`config.mk`:
```
export PLATFORM = sky130hd
export DESIGN_NAME = noc_endpoint
export DESIGN_NICKNAME = d
export VERILOG_FILES = /design/src/rtl/noc_endpoint.sv
export SDC_FILE = /design/constraint.sdc
export NUM_CORES = 1
export LEC_CHECK = 0
export CAP_MARGIN = 20
export CORE_MARGIN = 2
export CORE_UTILIZATION = 30
export CTS_CLUSTER_SIZE = 12
export DETAILED_ROUTE_END_ITERATION = 8
export GPL_ROUTABILITY_DRIVEN = 0
export SETUP_SLACK_MARGIN = 0.2
export SYNTH_ARGS = -nofsm -noshare
export SYNTH_HDL_FRONTEND = slang
export SYNTH_SLANG_ARGS = --single-unit
```
`constraint.sdc`:
```
create_clock -name clk -period 2.98 [get_ports clk]
set_clock_uncertainty 0.2 [all_clocks]
set_input_delay 0.596 -clock clk [delete_from_list [all_inputs] [get_ports clk]]
set_output_delay 0.596 -clock clk [all_outputs]
set_load 0.01 [all_outputs]
```
`src/rtl/noc_endpoint.sv`:
```
// rtl/noc_endpoint.sv - NoC endpoint with credit-based flit transmit and a circular receive FIFO
module noc_endpoint #(
  parameter int XCOORD   = 0,
  parameter int YCOORD   = 0,
  parameter int CREDITS  = 4,
  parameter int RX_DEPTH = 4
) (
  input  logic        clk,
  input  logic        rst,
  input  logic        tx_valid_i,
  input  logic [7:0]  tx_dest_i,
  input  logic [7:0]  tx_payload_i,
  output logic        tx_ready_o,
  output logic [15:0] net_data_o,
  output logic        net_enable_o,
  input  logic        net_credit_i,
  input  logic [15:0] net_data_i,
  input  logic        net_enable_i,
  output logic        net_credit_o,
  output logic [15:0] rx_data_o,
  output logic        rx_valid_o,
  input  logic        rx_ready_i,
  output logic [2:0]  err_o
);

  localparam int              AW         = (RX_DEPTH > 1) ? $clog2(RX_DEPTH) : 1;
  localparam int              CW         = $clog2(RX_DEPTH + 1);
  localparam logic [3:0]      CRED_MAX   = 4'(CREDITS);
  localparam logic [7:0]      HERE       = {4'(XCOORD), 4'(YCOORD)};
  localparam logic [CW-1:0]   FULL_COUNT = CW'(RX_DEPTH);
  localparam logic [AW-1:0]   LAST_PTR   = AW'(RX_DEPTH - 1);

  logic [3:0]    credit_cnt;
  logic [15:0]   fifo_mem [RX_DEPTH];
  logic [AW-1:0] wr_ptr;
  logic [AW-1:0] rd_ptr;
  logic [CW-1:0] count;
  logic [2:0]    err_q;
  logic          accept;
  logic          pop;
  logic          fifo_full;
  logic          wr_en;
  logic          credit_excess;

  // tx_ready depends only on the registered credit count, never on inputs
  assign tx_ready_o    = (credit_cnt != 4'd0);
  assign accept        = tx_valid_i & tx_ready_o;
  assign credit_excess = net_credit_i & ~accept & (credit_cnt == CRED_MAX);

  assign rx_valid_o = (count != '0);
  assign rx_data_o  = fifo_mem[rd_ptr];
  assign pop        = rx_valid_o & rx_ready_i;
  assign fifo_full  = (count == FULL_COUNT);
  // A same-cycle pop frees the slot, so a full FIFO still takes the write
  assign wr_en      = net_enable_i & (~fifo_full | pop);
  assign err_o      = err_q;

  // Register the accepted flit toward the router; data holds between sends
  always_ff @(posedge clk or posedge rst) begin
    if (rst) begin
      net_enable_o <= 1'b0;
      net_data_o   <= 16'h0000;
    end else begin
      net_enable_o <= accept;
      if (accept) net_data_o <= {tx_payload_i, tx_dest_i};
    end
  end

  // Credit counter: send consumes, router credit restores, both cancel out
  always_ff @(posedge clk or posedge rst) begin
    if (rst) begin
      credit_cnt <= CRED_MAX;
    end else if (accept && !net_credit_i) begin
      credit_cnt <= credit_cnt - 4'd1;
    end else if (net_credit_i && !accept && credit_cnt != CRED_MAX) begin
      credit_cnt <= credit_cnt + 4'd1;
    end
  end

  // RX FIFO pointers and occupancy
  always_ff @(posedge clk or posedge rst) begin
    if (rst) begin
      wr_ptr <= '0;
      rd_ptr <= '0;
      count  <= '0;
    end else begin
      if (wr_en) wr_ptr <= (wr_ptr == LAST_PTR) ? '0 : wr_ptr + AW'(1);
      if (pop)   rd_ptr <= (rd_ptr == LAST_PTR) ? '0 : rd_ptr + AW'(1);
      case ({wr_en, pop})
        2'b10:   count <= count + CW'(1);
        2'b01:   count <= count - CW'(1);
        default: count <= count;
      endcase
    end
  end

  // RX storage; contents are invalidated by the pointers, so no reset needed
  always_ff @(posedge clk) begin
    if (wr_en) fifo_mem[wr_ptr] <= net_data_i;
  end

  // Credit return pulse one cycle after each pop, plus sticky error flags
  always_ff @(posedge clk or posedge rst) begin
    if (rst) begin
      net_credit_o <= 1'b0;
      err_q        <= 3'b000;
    end else begin
      net_credit_o <= pop;
      if (net_enable_i && fifo_full && !pop)  err_q[0] <= 1'b1;
      if (net_enable_i && net_data_i[7:0] != HERE) err_q[1] <= 1'b1;
      if (credit_excess)                      err_q[2] <= 1'b1;
    end
  end

endmodule

```
* Word-level counts from Yosys, hierarchy flattened
Memory sizes are Yosys's and may differ from the RTL's.
Index checks and enable logic that the tools add are counted.
** Storage, ports and cells
- Register bits after elaboration :: 32
- Memory bits (writable) :: 64
- Output and inout bits :: 39
- Memories kept :: 1
** Operators by class
- $add $sub $neg :: 6
- Eq/ne operators :: 7
- Mux-type cells :: 7
- Bitwise gates (word level) :: 8
- Reduce and logical (&&, ||, !) cells :: 14
** Memory list
- fifo_mem :: depth 4, width 16, read ports 1, clocked after Yosys merged registers in 0, write ports 1, RTL line 34 : logic [15:0] fifo_mem [RX_DEPTH];
** Operators with widths (count)
- $mux W4 :: 2
- $reduce_bool A8 Y1 :: 1
- $eq A2 B2 Y1 const B :: 3
- $logic_and A1 B1 Y1 :: 6
- $pmux W3 S2 :: 1
- $and A1 B1 Y1 :: 5
- $add A2 B1 Y2 const B :: 2
- $add A4 B1 Y4 const B :: 1
- $eq A4 B3 Y1 const B :: 1
- $mux W2 :: 2
- $ne A4 B3 Y1 const B :: 1
- $reduce_bool A2 Y1 :: 2
- $reduce_bool A4 Y1 :: 1
- $sub A4 B1 Y4 const B :: 1
- $add A3 B1 Y3 const B :: 1
- $eq A3 B3 Y1 const B :: 1
- $logic_not A1 Y1 :: 3
- $reduce_bool A3 Y1 :: 1
- $sub A3 B1 Y3 const B :: 1
- $eq A2 B1 Y1 const B :: 1
- $mux W1 :: 2
- $not A1 Y1 :: 2
- $or A1 B1 Y1 :: 1

* Logic depth before layout (Yosys ltp)
Gate-level depths: netlist of the first run.
- Depth after elaboration :: 7
- Depth in mapped cells :: 9

* Least setup slack after synthesis of the first run
Ideal clock, no wire load.
- Kind :: flip-flop to flip-flop
- Start :: register credit_cnt[0]
- End :: register credit_cnt[3]
- Setup time :: 0.138 ns
- Arrival :: 2.464 ns
- Slack :: 0.178 ns
- Cell stages (with the launch flop) :: 9
- Buffers on the path :: 1
- Period minus slack after synthesis :: 2.802 ns
- Path through :: dfrtp_1 -> or4_4 -> nand2_8 -> buf_12 -> nor2_1 -> ha_1 -> a21o_2 -> a21oi_1 -> mux4_2
** Between the ends
- Word-level cells in the longest chain between the ends :: 6
- Elaborated cells on any way between the ends :: 12
** RTL lines
- start, declared :: RTL line 33 : logic [3:0] credit_cnt;
- start signal, assigned :: RTL line 74 : credit_cnt <= credit_cnt - 4'd1;
- start signal, assigned :: RTL line 76 : credit_cnt <= credit_cnt + 4'd1;
- $reduce_bool A4 Y1 * :: RTL line 46 : assign tx_ready_o = (credit_cnt != 4'd0);
- named net tx_ready_o :: RTL line 13 : output logic tx_ready_o,
- $and A1 B1 Y1 * :: RTL line 47 : assign accept = tx_valid_i & tx_ready_o;
- $logic_not A1 Y1 :: RTL line 75 : end else if (net_credit_i && !accept && credit_cnt != CRED_MAX) begin
- $logic_and A1 B1 Y1 (2 in series) :: RTL line 75
- $reduce_bool A2 Y1 (no source line)
The timed path passes the listed nets; every way through them passes the cells marked *. The select of a mux whose other input is x is not followed.
A chain may end at the register's enable or synchronous reset.

* Worst setup path in the final report of the first run
- Start :: register rd_ptr[0]
- End :: output rx_data_o[4]
** Between the ends
- Word-level cells in the longest chain between the ends :: 1
** RTL lines
- start, declared :: RTL line 36 : logic [AW-1:0] rd_ptr;
- start signal, assigned :: RTL line 88 : if (pop) rd_ptr <= (rd_ptr == LAST_PTR) ? '0 : rd_ptr + AW'(1);
- $mem_v2 Z4 W16
- end, declared :: RTL line 20 : output logic [15:0] rx_data_o,
No other way between the ends.

==> impl_metrics.csv, run 1 <==
group,metric,value,unit
outcome,run_status,"finished, final reports clean",
sta,slew_viol_final,0,
logic_synthesis,ys_warn_count,0,
drt,detail-route-antenna-nets,0,
power_and_ir_drop,p_int,3330,µW
logic_synthesis,synth_seq_cells,96,
drt,firstDrtPassIters,4,
critical_path,required,2.18,ns
critical_path,timing.rr.start,"credit_cnt[1]",
hold_path,whs_path_depth,1,
logic_synthesis,synth_nets,252,
critical_path,critPathMaxFanout,7,
floorplan,io_pins,77,
sta,rsz0062_at_grt,"no",
power_and_ir_drop,p_comb_frac,0.350,
cells_and_area,final_layout_size_suffix_gt1_frac,0.239,
cells_and_area,finish.utilization,0.414,
global_route,grt_max_degree,33,
placement,io_buffer_count,76,
global_route,grt_antenna_before_repair,0,
global_route,track_usage,0.112,
sta,final_hold_viol_count,0,
cts,clockRootBuffer,"clkbuf_16",
drt,wl_met3,372,µm
drt,m1WireLength,3150,µm
cts,clkTransAtPathRegs,0.07,ns
floorplan,fp.dieH,118,µm
power_and_ir_drop,pwr-share-seq,0.425,
drt,drt_iter0_drc,124,
power_and_ir_drop,p_sw_frac,0.292,
drt,wl,7350,µm
cts,cts_buffer_depth,2,
hold_path,min_path_type,"reg2reg",
hold_path,hold_path_end,"err_o[1]",
sta,setup-tns-final,0,ns
sta,worst_pin_slew,0.866,ns
job,maxCapViolCount,0,
drt,drc,0,
sta,post-route-period-util,0.910,
global_route,first_global_vias,2200,
floorplan,row_count,41,
logic_synthesis,seq_area_frac_synth,0.699,
sta,max_freq,369,MHz
logic_synthesis,netlist_area,3900,µm²
critical_path,critPathArrivalTime,1.91,ns
power_and_ir_drop,p_per_area,894,nW/µm²
drt,dr_wl_met2,3650,µm
drt,viasPerCell,4.38,
global_route,grt_pass1_wl,11800,µm
cts,cts_tree,"done",
critical_path,r2r-end,"credit_cnt[3]",
placement,dp.final_hpwl,4750,µm
power_and_ir_drop,p_leak,0.00204,µW
drt,topRoutingLayerUsed,"met4",
cells_and_area,area_growth,34.7,%
floorplan,coreArea,12700,µm²
critical_path,setup.worst_path.start_class,"flip-flop",
critical_path,reg2regPathDepth,7,
critical_path,ff2ff_setup_slack,0.29,ns
hold_path,hold_start,"err_o[1]",
cts,clock_latency,0.34,ns
logic_synthesis,synthCells,204,
sta,setup_violations,0,
power_and_ir_drop,clockPowerShare,0.226,
cells_and_area,n_fill_cell,1192,
floorplan,initial_core_util,0.308,
cells_and_area,regArea,2730,µm²
cts,cts_inserted_buffers,9,
logic_synthesis,avgSynthCellArea,19.1,µm²
cts,cts_hold_buf,0,
cells_and_area,finalNetCount,344,
drt,routedWlPerCell,15.5,µm
logic_synthesis,yosysUniqueCellTypes,37,
cells_and_area,antenna_cells,0,
critical_path,path_class,"reg2out",
cells_and_area,mostFrequentLayoutCells,"edfxtp_1 (64), clkdlybuf4s50_1 (62), dfrtp_1 (29), mux4_2 (17)",
drt,routed-via-count,2072,
global_route,grt_overflow_total,0,
sta,min_period,2.71,ns
cts,cts_htree_levels,3,
critical_path,endpoint_kind,"primary output",
cts,cts_sinks,96,
power_and_ir_drop,peakVddDrop,0.308,mV
power_and_ir_drop,switching_power,1370,µW
cells_and_area,multi_input_area,1080,µm²
floorplan,die_x,118,µm
cells_and_area,mostFrequentLayoutCell,"edfxtp_1",
sta,relSlewSlack,0.422,
floorplan,die_area,13900,µm²
==> critical path: stages, from the launching register on <==
cell             delay, ns
dfrtp_2               0.42
clkbuf_16             0.18
mux4_2                0.49
clkdlybuf4s50_1       0.49
==> registers in the layout, indices dropped and copies added (netlist names) <==
name and flops:
rd_ptr 2, count 3, fifo_mem 64, net_credit_o 1
credit_cnt 4, err_o 3, net_data_o 16, wr_ptr 2
net_enable_o 1
==> what timing repair did <==
item,4_1_cts,5_1_grt
setup buffers,0,3
resized for setup,2,14
cloned,0,1
endpoints found under the setup margin,16,15
==> layout make-up <==
class,count,area share
clock buffers,11,0.0443
clock inverters,5,0.00739
inverters,12,0.00858
multi-input cells,90,0.207
flip-flops and latches,96,0.519
well taps,172,0.0410
repair buffers,87,0.173
==> power by group through the flow <==
| stage | clock network [µW] | registers, µW | logic (µW) |
|---|---|---|---|
| 3_5_place_dp | 0 | 2020 | 1640 |
| 2_1_floorplan | 0 | 1950 | 954 |
| 4_1_cts | 1110 | 2000 | 1650 |
| 6_report | 1060 | 1990 | 1640 |
| 3_3_place_gp | 0 | 2020 | 1620 |
| 5_1_grt | 1160 | 2040 | 1790 |
==> cells by family (layout without fill, tap and decap cells) <==
kind of cell	count (synthesis)	after routing	synth area share
AOI/OAI and AO/OA	10	10	0.0212
muxes	39	39	0.168
buffers and inverters	18	115	0.0228
xor gates and xnor gates	6	6	0.0135
and+or+nand+nor	25	25	0.0395
DFF	96	96	0.699
adders and majority gates	10	10	0.0360
==> Yosys cell counts <==
cell / number / share of area
nor4_1: 2 / 0.0032
a21o_1: 2 / 0.0039
mux2_2: 14 / 0.040
and2_1: 4 / 0.0064
mux2i_1: 1 / 0.0026
mux4_2: 17 / 0.098
dfstp_2: 1 / 0.0067
a41o_1: 1 / 0.0026
nand2_1: 4 / 0.0039
or3_1: 2 / 0.0032
clkbuf_2: 1 / 0.0013
fa_1: 2 / 0.010
ha_1: 8 / 0.026
xnor2_1: 4 / 0.0090
nand2_8: 1 / 0.0051
buf_2: 3 / 0.0039
xor2_1: 2 / 0.0045
or2_2: 1 / 0.0016
nor3_1: 1 / 0.0013
a21oi_1: 1 / 0.0013
a21o_2: 1 / 0.0022
o311a_2: 1 / 0.0029
a21boi_0: 1 / 0.0019
edfxtp_1: 64 / 0.49
o21bai_1: 1 / 0.0019
nor4b_1: 1 / 0.0022
a211oi_2: 1 / 0.0032
nor2_1: 5 / 0.0048
nand2b_1: 1 / 0.0016
o21ai_0: 1 / 0.0013
or4_4: 1 / 0.0029
inv_1: 12 / 0.012
dfrtp_1: 31 / 0.20
buf_12: 1 / 0.0051
clkbuf_1: 1 / 0.00096
mux2_4: 7 / 0.027
nor2b_1: 2 / 0.0032
==> routing by layer <==
layer	up-vias	track usage
met2	67	0.184
met4	0	0.0602
met5	-	0
met1	1029	0.130
li1	965	-
met3	11	0.0354
==> metrics by stage <==
stage | setup slack, ns | power [µW] | instances | cell area, µm² | hold slack, ns
finish | 0.269 | 4690 | 473 | 5250 | 0.261
global route | 0.204 | 4990 | 473 | 5250 | 0.286
CTS | 0.142 | 4760 | 469 | 5170 | 0.267
detailed placement | 0.0858 | 3660 | 453 | 4890 | 0.252
global placement | 0.126 | 3630 | 453 | 4890 | 0.239
floorplan | 0.208 | 2910 | 204 | 3900 | 0.247
==> worst max-delay path by stage <==
stage / end / startpoint / slack, ns / cells past startpoint
detailed placement: credit_cnt[3] / tx_valid_i / 0.09 / 7
global placement: credit_cnt[3] / tx_valid_i / 0.13 / 7
floorplan: credit_cnt[3] / credit_cnt[1] / 0.21 / 8
CTS: rx_data_o[7] / rd_ptr[0] / 0.14 / 3
global route: rx_data_o[4] / rd_ptr[0] / 0.20 / 3
finish: rx_data_o[4] / rd_ptr[0] / 0.27 / 3
No activity file was read; power rests on OpenSTA's default activity.
==> inputs of run 2 (changes only) <==
--- a/config.mk
+++ b/config.mk
@@ -7,10 +7,11 @@
 export LEC_CHECK = 0
 export CAP_MARGIN = 20
 export CORE_MARGIN = 2
-export CORE_UTILIZATION = 30
+export CORE_UTILIZATION = 46
 export CTS_CLUSTER_SIZE = 12
 export DETAILED_ROUTE_END_ITERATION = 8
 export GPL_ROUTABILITY_DRIVEN = 0
+export PLACE_DENSITY = 0.75
 export SETUP_SLACK_MARGIN = 0.2
 export SYNTH_ARGS = -nofsm -noshare
 export SYNTH_HDL_FRONTEND = slang
==> impl_metrics.csv, run 2 (same netlist as run 1, synthesis figures left out) <==
group,metric,value,unit
sta,post-route-period-util,0.912,
floorplan,initial_core_util,0.474,
sta,max_freq,368,MHz
drt,drt_iter0_drc,55,
global_route,grt_pass1_wl,10500,µm
floorplan,row_count,33,
sta,slew_viol_final,0,
critical_path,critPathTopFamily,"buffers and inverters",
cts,cts_sinks,96,
critical_path,endpoint_kind,"primary output",
floorplan,die_x,96.0,µm
floorplan,fp.dieH,96.0,µm
cells_and_area,reg_top3,"fifo_mem x64, net_data_o x16, credit_cnt x4",
floorplan,die_area,9220,µm²
cells_and_area,n_fill_cell,594,
critical_path,max_stage_delay,0.50,ns
cells_and_area,antenna_cells,0,
critical_path,path_class,"reg2out",
cts,clkTransAtPathRegs,0.10,ns
cts,clockRootBuffer,"clkbuf_8",
drt,detail-route-antenna-nets,0,
job,maxCapViolCount,0,
critical_path,crit_chain,"buf_4 > mux4_2 > clkdlybuf4s50_1",
cells_and_area,area_growth,30.2,%
global_route,track_usage,0.157,
critical_path,crit_cells,3,
sta,min_period,2.72,ns
floorplan,coreArea,8220,µm²
drt,routed-via-count,2089,
global_route,grt_overflow_total,0,
cells_and_area,mostFrequentLayoutCells,"edfxtp_1 (64), clkdlybuf4s50_1 (62), dfrtp_1 (29), mux4_2 (17), mux2_2 (14)",
hold_path,min_path_type,"reg2reg",
sta,rsz0062_at_grt,"no",
placement,dp.final_hpwl,4370,µm
drt,wl,6700,µm
drt,routedWlPerCell,16.4,µm
drt,viasPerCell,5.12,
power_and_ir_drop,p_leak,0.00199,µW
sta,setup-tns-final,0,ns
cells_and_area,final_layout_size_suffix_gt1_frac,0.251,
cts,cts_hold_buf,0,
power_and_ir_drop,peakVddDrop,0.391,mV
sta,final_hold_viol_count,0,
critical_path,critPathSlowestCell,"mux4_2",
power_and_ir_drop,p_per_area,868,nW/µm²
cts,cts_htree_levels,3,
cts,clock_latency,0.36,ns
floorplan,io_pins,77,
hold_path,whs_path_depth,1,
global_route,grt_antenna_before_repair,0,
critical_path,critPathArrivalTime,1.92,ns
cts,cts_buffer_depth,2,
cts,cts_inserted_buffers,9,
drt,firstDrtPassIters,4,
cts,cts_tree,"done",
cells_and_area,finalNetCount,346,
critical_path,critPathMaxFanout,5,
critical_path,required,2.18,ns
cells_and_area,largest_reg_flops,64,
global_route,grt_max_degree,33,
sta,relSlewSlack,0.431,
outcome,run_status,"finished, final reports clean",
sta,worst_pin_slew,0.853,ns
cells_and_area,largest_register,"fifo_mem",
drt,drc,0,
critical_path,reg2regPathDepth,7,
critical_path,path_buf_inv,2,
cells_and_area,finish.utilization,0.617,
placement,io_buffer_count,76,
critical_path,setup.worst_path.start_class,"flip-flop",
sta,setup_violations,0,
global_route,first_global_vias,2130,
cells_and_area,mostFrequentLayoutCell,"edfxtp_1",
## run 2: cell types whose count changed in the layout (fill, tap and decap cells not counted), sizes merged
cell	before	now
dlymetal6s2s	14	13
dlygate4sd2	0	1
clkinvlp	1	3
clkinv	2	0
buf	10	13
inv	14	16
clkbuf	12	9
## run 2: power breakdown
group	switching [µW]	total [µW]	internal, µW
registers	210	1990	1780
logic	659	1620	966
clock network	477	795	318
## run 2: timing repair
action / 4_1_cts / 5_1_grt
buffers inserted: 1 / 5
setup endpoints to repair: 16 / 13
gates resized for setup: 3 / 13
## run 2: cell type report
| class | count | area (µm²) | share of cell area |
|---|---|---|---|
| flip-flops and latches | 96 | 2730 | 0.537 |
| inverters | 12 | 45.0 | 0.00888 |
| clock buffers | 9 | 124 | 0.0244 |
| repair buffers | 89 | 902 | 0.178 |
| well taps | 105 | 131 | 0.0259 |
| clock inverters | 7 | 60.1 | 0.0118 |
| multi-input cells | 90 | 1080 | 0.214 |
## run 2: per-layer routing
layer / up-vias / wire, µm / track usage / share of wire
li1: 962 / - / - / -
met2: 60 / 3160 / 0.245 / 0.47
met1: 1063 / 3120 / 0.212 / 0.47
met5: - / 0 / 0 / 0
met4: 0 / 51 / 0.0464 / 0.0076
met3: 4 / 364 / 0.0509 / 0.054
## run 2: final timing paths
check | end | startpoint | slack, ns
worst max-delay path | rx_data_o[13] | rd_ptr[0] | 0.26
worst min-delay path | err_o[1] | err_o[1] | 0.27
worst max register to register | credit_cnt[3] | credit_cnt[1] | 0.29
worst min register to register | err_o[1] | err_o[1] | 0.27
max in group asynchronous | credit_cnt[2] | rst | 1.83
min in group asynchronous | net_data_o[1] | rst | 0.42
## run 2: per-stage QoR
stage / cell area, µm² / worst slack, ns / cells / power, µW / hold WS, ns
after floorplan: 3900 / 0.208 / 204 / 2910 / 0.247
after global placement: 4810 / 0.137 / 386 / 3610 / 0.254
after detailed placement: 4810 / 0.0745 / 386 / 3660 / 0.252
after CTS: 5000 / 0.196 / 403 / 4460 / 0.275
after global routing: 5070 / 0.203 / 408 / 4690 / 0.290
final: 5070 / 0.263 / 408 / 4410 / 0.274
==> inputs of run 3 (changes only) <==
--- a/config.mk
+++ b/config.mk
@@ -5,7 +5,6 @@
 export SDC_FILE = /design/constraint.sdc
 export NUM_CORES = 1
 export LEC_CHECK = 0
-export CAP_MARGIN = 20
 export CORE_MARGIN = 2
 export CORE_UTILIZATION = 46
 export CTS_CLUSTER_SIZE = 12
@@ -13,6 +12,7 @@
 export GPL_ROUTABILITY_DRIVEN = 0
 export PLACE_DENSITY = 0.75
 export SETUP_SLACK_MARGIN = 0.2
+export SKIP_CTS_REPAIR_TIMING = 1
 export SYNTH_ARGS = -nofsm -noshare
 export SYNTH_HDL_FRONTEND = slang
 export SYNTH_SLANG_ARGS = --single-unit
==> impl_metrics.csv, run 3 (same netlist as run 1, synthesis figures left out) <==
group,metric,value,unit
global_route,grt_antenna_before_repair,0,
sta,min_period,2.71,ns
global_route,first_global_vias,2125,
critical_path,required,2.18,ns
floorplan,initial_core_util,0.474,
global_route,grt_pass1_wl,10500,µm
cells_and_area,area_growth,30.5,%
sta,setup_violations,0,
cells_and_area,finalNetCount,347,
power_and_ir_drop,p_int,3070,µW
drt,routed-via-count,2088,
job,maxCapViolCount,0,
placement,io_buffer_count,76,
floorplan,io_pins,77,
placement,dp.final_hpwl,4370,µm
cells_and_area,largest_register,"fifo_mem",
global_route,met2_usage,0.243,
sta,relSlewSlack,0.427,
cts,clkTransAtPathRegs,0.10,ns
placement,dp_cells,386,
sta,rsz0062_at_grt,"no",
drt,firstDrtPassIters,4,
cts,cts_htree_levels,3,
cells_and_area,antenna_cells,0,
floorplan,die_area,9220,µm²
critical_path,setup.worst_path.start_class,"flip-flop",
power_and_ir_drop,peakVddDrop,0.392,mV
drt,routedWlPerCell,16.3,µm
floorplan,coreArea,8220,µm²
critical_path,critPathMaxFanout,7,
drt,drc,0,
cells_and_area,reg_top3,"fifo_mem x64, net_data_o x16, credit_cnt x4",
cts,clock_latency,0.36,ns
global_route,grt.met1_usage,0.211,
power_and_ir_drop,clockPowerShare,0.180,
hold_path,min_path_type,"reg2reg",
critical_path,critPathArrivalTime,1.92,ns
cells_and_area,mostFrequentLayoutCells,"edfxtp_1 (64), clkdlybuf4s50_1 (62), dfrtp_1 (29), mux4_2 (17)",
floorplan,die_x,96.0,µm
cells_and_area,fin_cells,409,
cts,cts_inserted_buffers,9,
global_route,grt_overflow_total,0,
cells_and_area,n_fill_cell,593,
global_route,busiest_layer,"met2",
global_route,grt_use_met3,0.0509,
drt,drt_iter0_drc,43,
placement,dpl_worst_slack,0.0745,ns
cts,cts_buffer_depth,2,
sta,slew_viol_final,0,
outcome,run_status,"finished, final reports clean",
sta,setup_ws,0.267,ns
cts,clockRootBuffer,"clkbuf_8",
power_and_ir_drop,pwr-share-seq,0.450,
cts,cts_tree,"done",
cts,cts_sinks,96,
power_and_ir_drop,p_leak,0.00201,µW
power_and_ir_drop,finalPower,4420,µW
drt,wl,6670,µm
global_route,track_usage,0.156,
cells_and_area,mostFrequentLayoutCell,"edfxtp_1",
cells_and_area,largest_reg_flops,64,
power_and_ir_drop,p_sw_frac,0.305,
critical_path,path_class,"reg2out",
sta,max_freq,369,MHz
drt,viasPerCell,5.11,
sta,worst_pin_slew,0.859,ns
sta,final_hold_viol_count,0,
floorplan,fp.dieH,96.0,µm
sta,post-route-period-util,0.910,
cells_and_area,final_layout_size_suffix_gt1_frac,0.253,
global_route,grt_max_degree,33,
critical_path,endpoint_kind,"primary output",
critical_path,timing.rr.start,"credit_cnt[1]",
critical_path,critPathLaunch,"credit_cnt[1]",
floorplan,row_count,33,
sta,setup-tns-final,0,ns
power_and_ir_drop,p_per_area,869,nW/µm²
power_and_ir_drop,p_comb_frac,0.371,
hold_path,hold_start,"err_o[1]",
drt,detail-route-antenna-nets,0,
power_and_ir_drop,switching_power,1350,µW
[run 3: final timing paths]
| path | endpoint | slack, ns | cells past startpoint |
|---|---|---|---|
| setup / recovery | tx_ready_o | 0.27 | 2 |
| hold / removal | err_o[1] | 0.27 | 1 |
| setup reg to reg | credit_cnt[3] | 0.29 | 7 |
| hold reg to reg | err_o[1] | 0.27 | 1 |
| max in group asynchronous | credit_cnt[2] | 1.83 | 3 |
| min in group asynchronous | count[2] | 0.42 | 3 |
[run 3: area by class of cell]
type,instances,area [µm²],area share
Clock inverter,7,60.1,0.0118
Sequential cell,96,2730,0.536
Tap cell,105,131,0.0258
Clock buffer,9,124,0.0244
Multi-Input combinational cell,90,1080,0.213
Inverter,12,45.0,0.00886
Timing Repair Buffer,90,913,0.180
[run 3: power groups by stage]
stage	registers [µW]	clock network (µW)	logic [µW]
after floorplan	1950	0	954
after global placement	2020	0	1600
after detailed placement	2030	0	1630
after CTS	2000	817	1630
after global routing	2030	880	1790
final	1990	794	1640
[run 3: metrics by stage]
stage,hold WS (ns),util,cell area (µm²)
finish,0.274,0.619,5080
floorplan,0.247,-,3900
global placement,0.254,0.586,4810
global route,0.290,0.619,5080
detailed placement,0.252,0.586,4810
CTS,0.275,0.608,4990
[run 3: critical path: stages, from the launching register on]
cell and delay (ns):
dfrtp_1 0.47, or4_4 0.59, clkdlybuf4s50_1 0.51
[run 3: layer usage]
metal | vias up | wire length [µm]
li1 | 964 | -
met1 | 1058 | 3120
met2 | 62 | 3130
met3 | 4 | 367
met4 | 0 | 51
met5 | - | 0
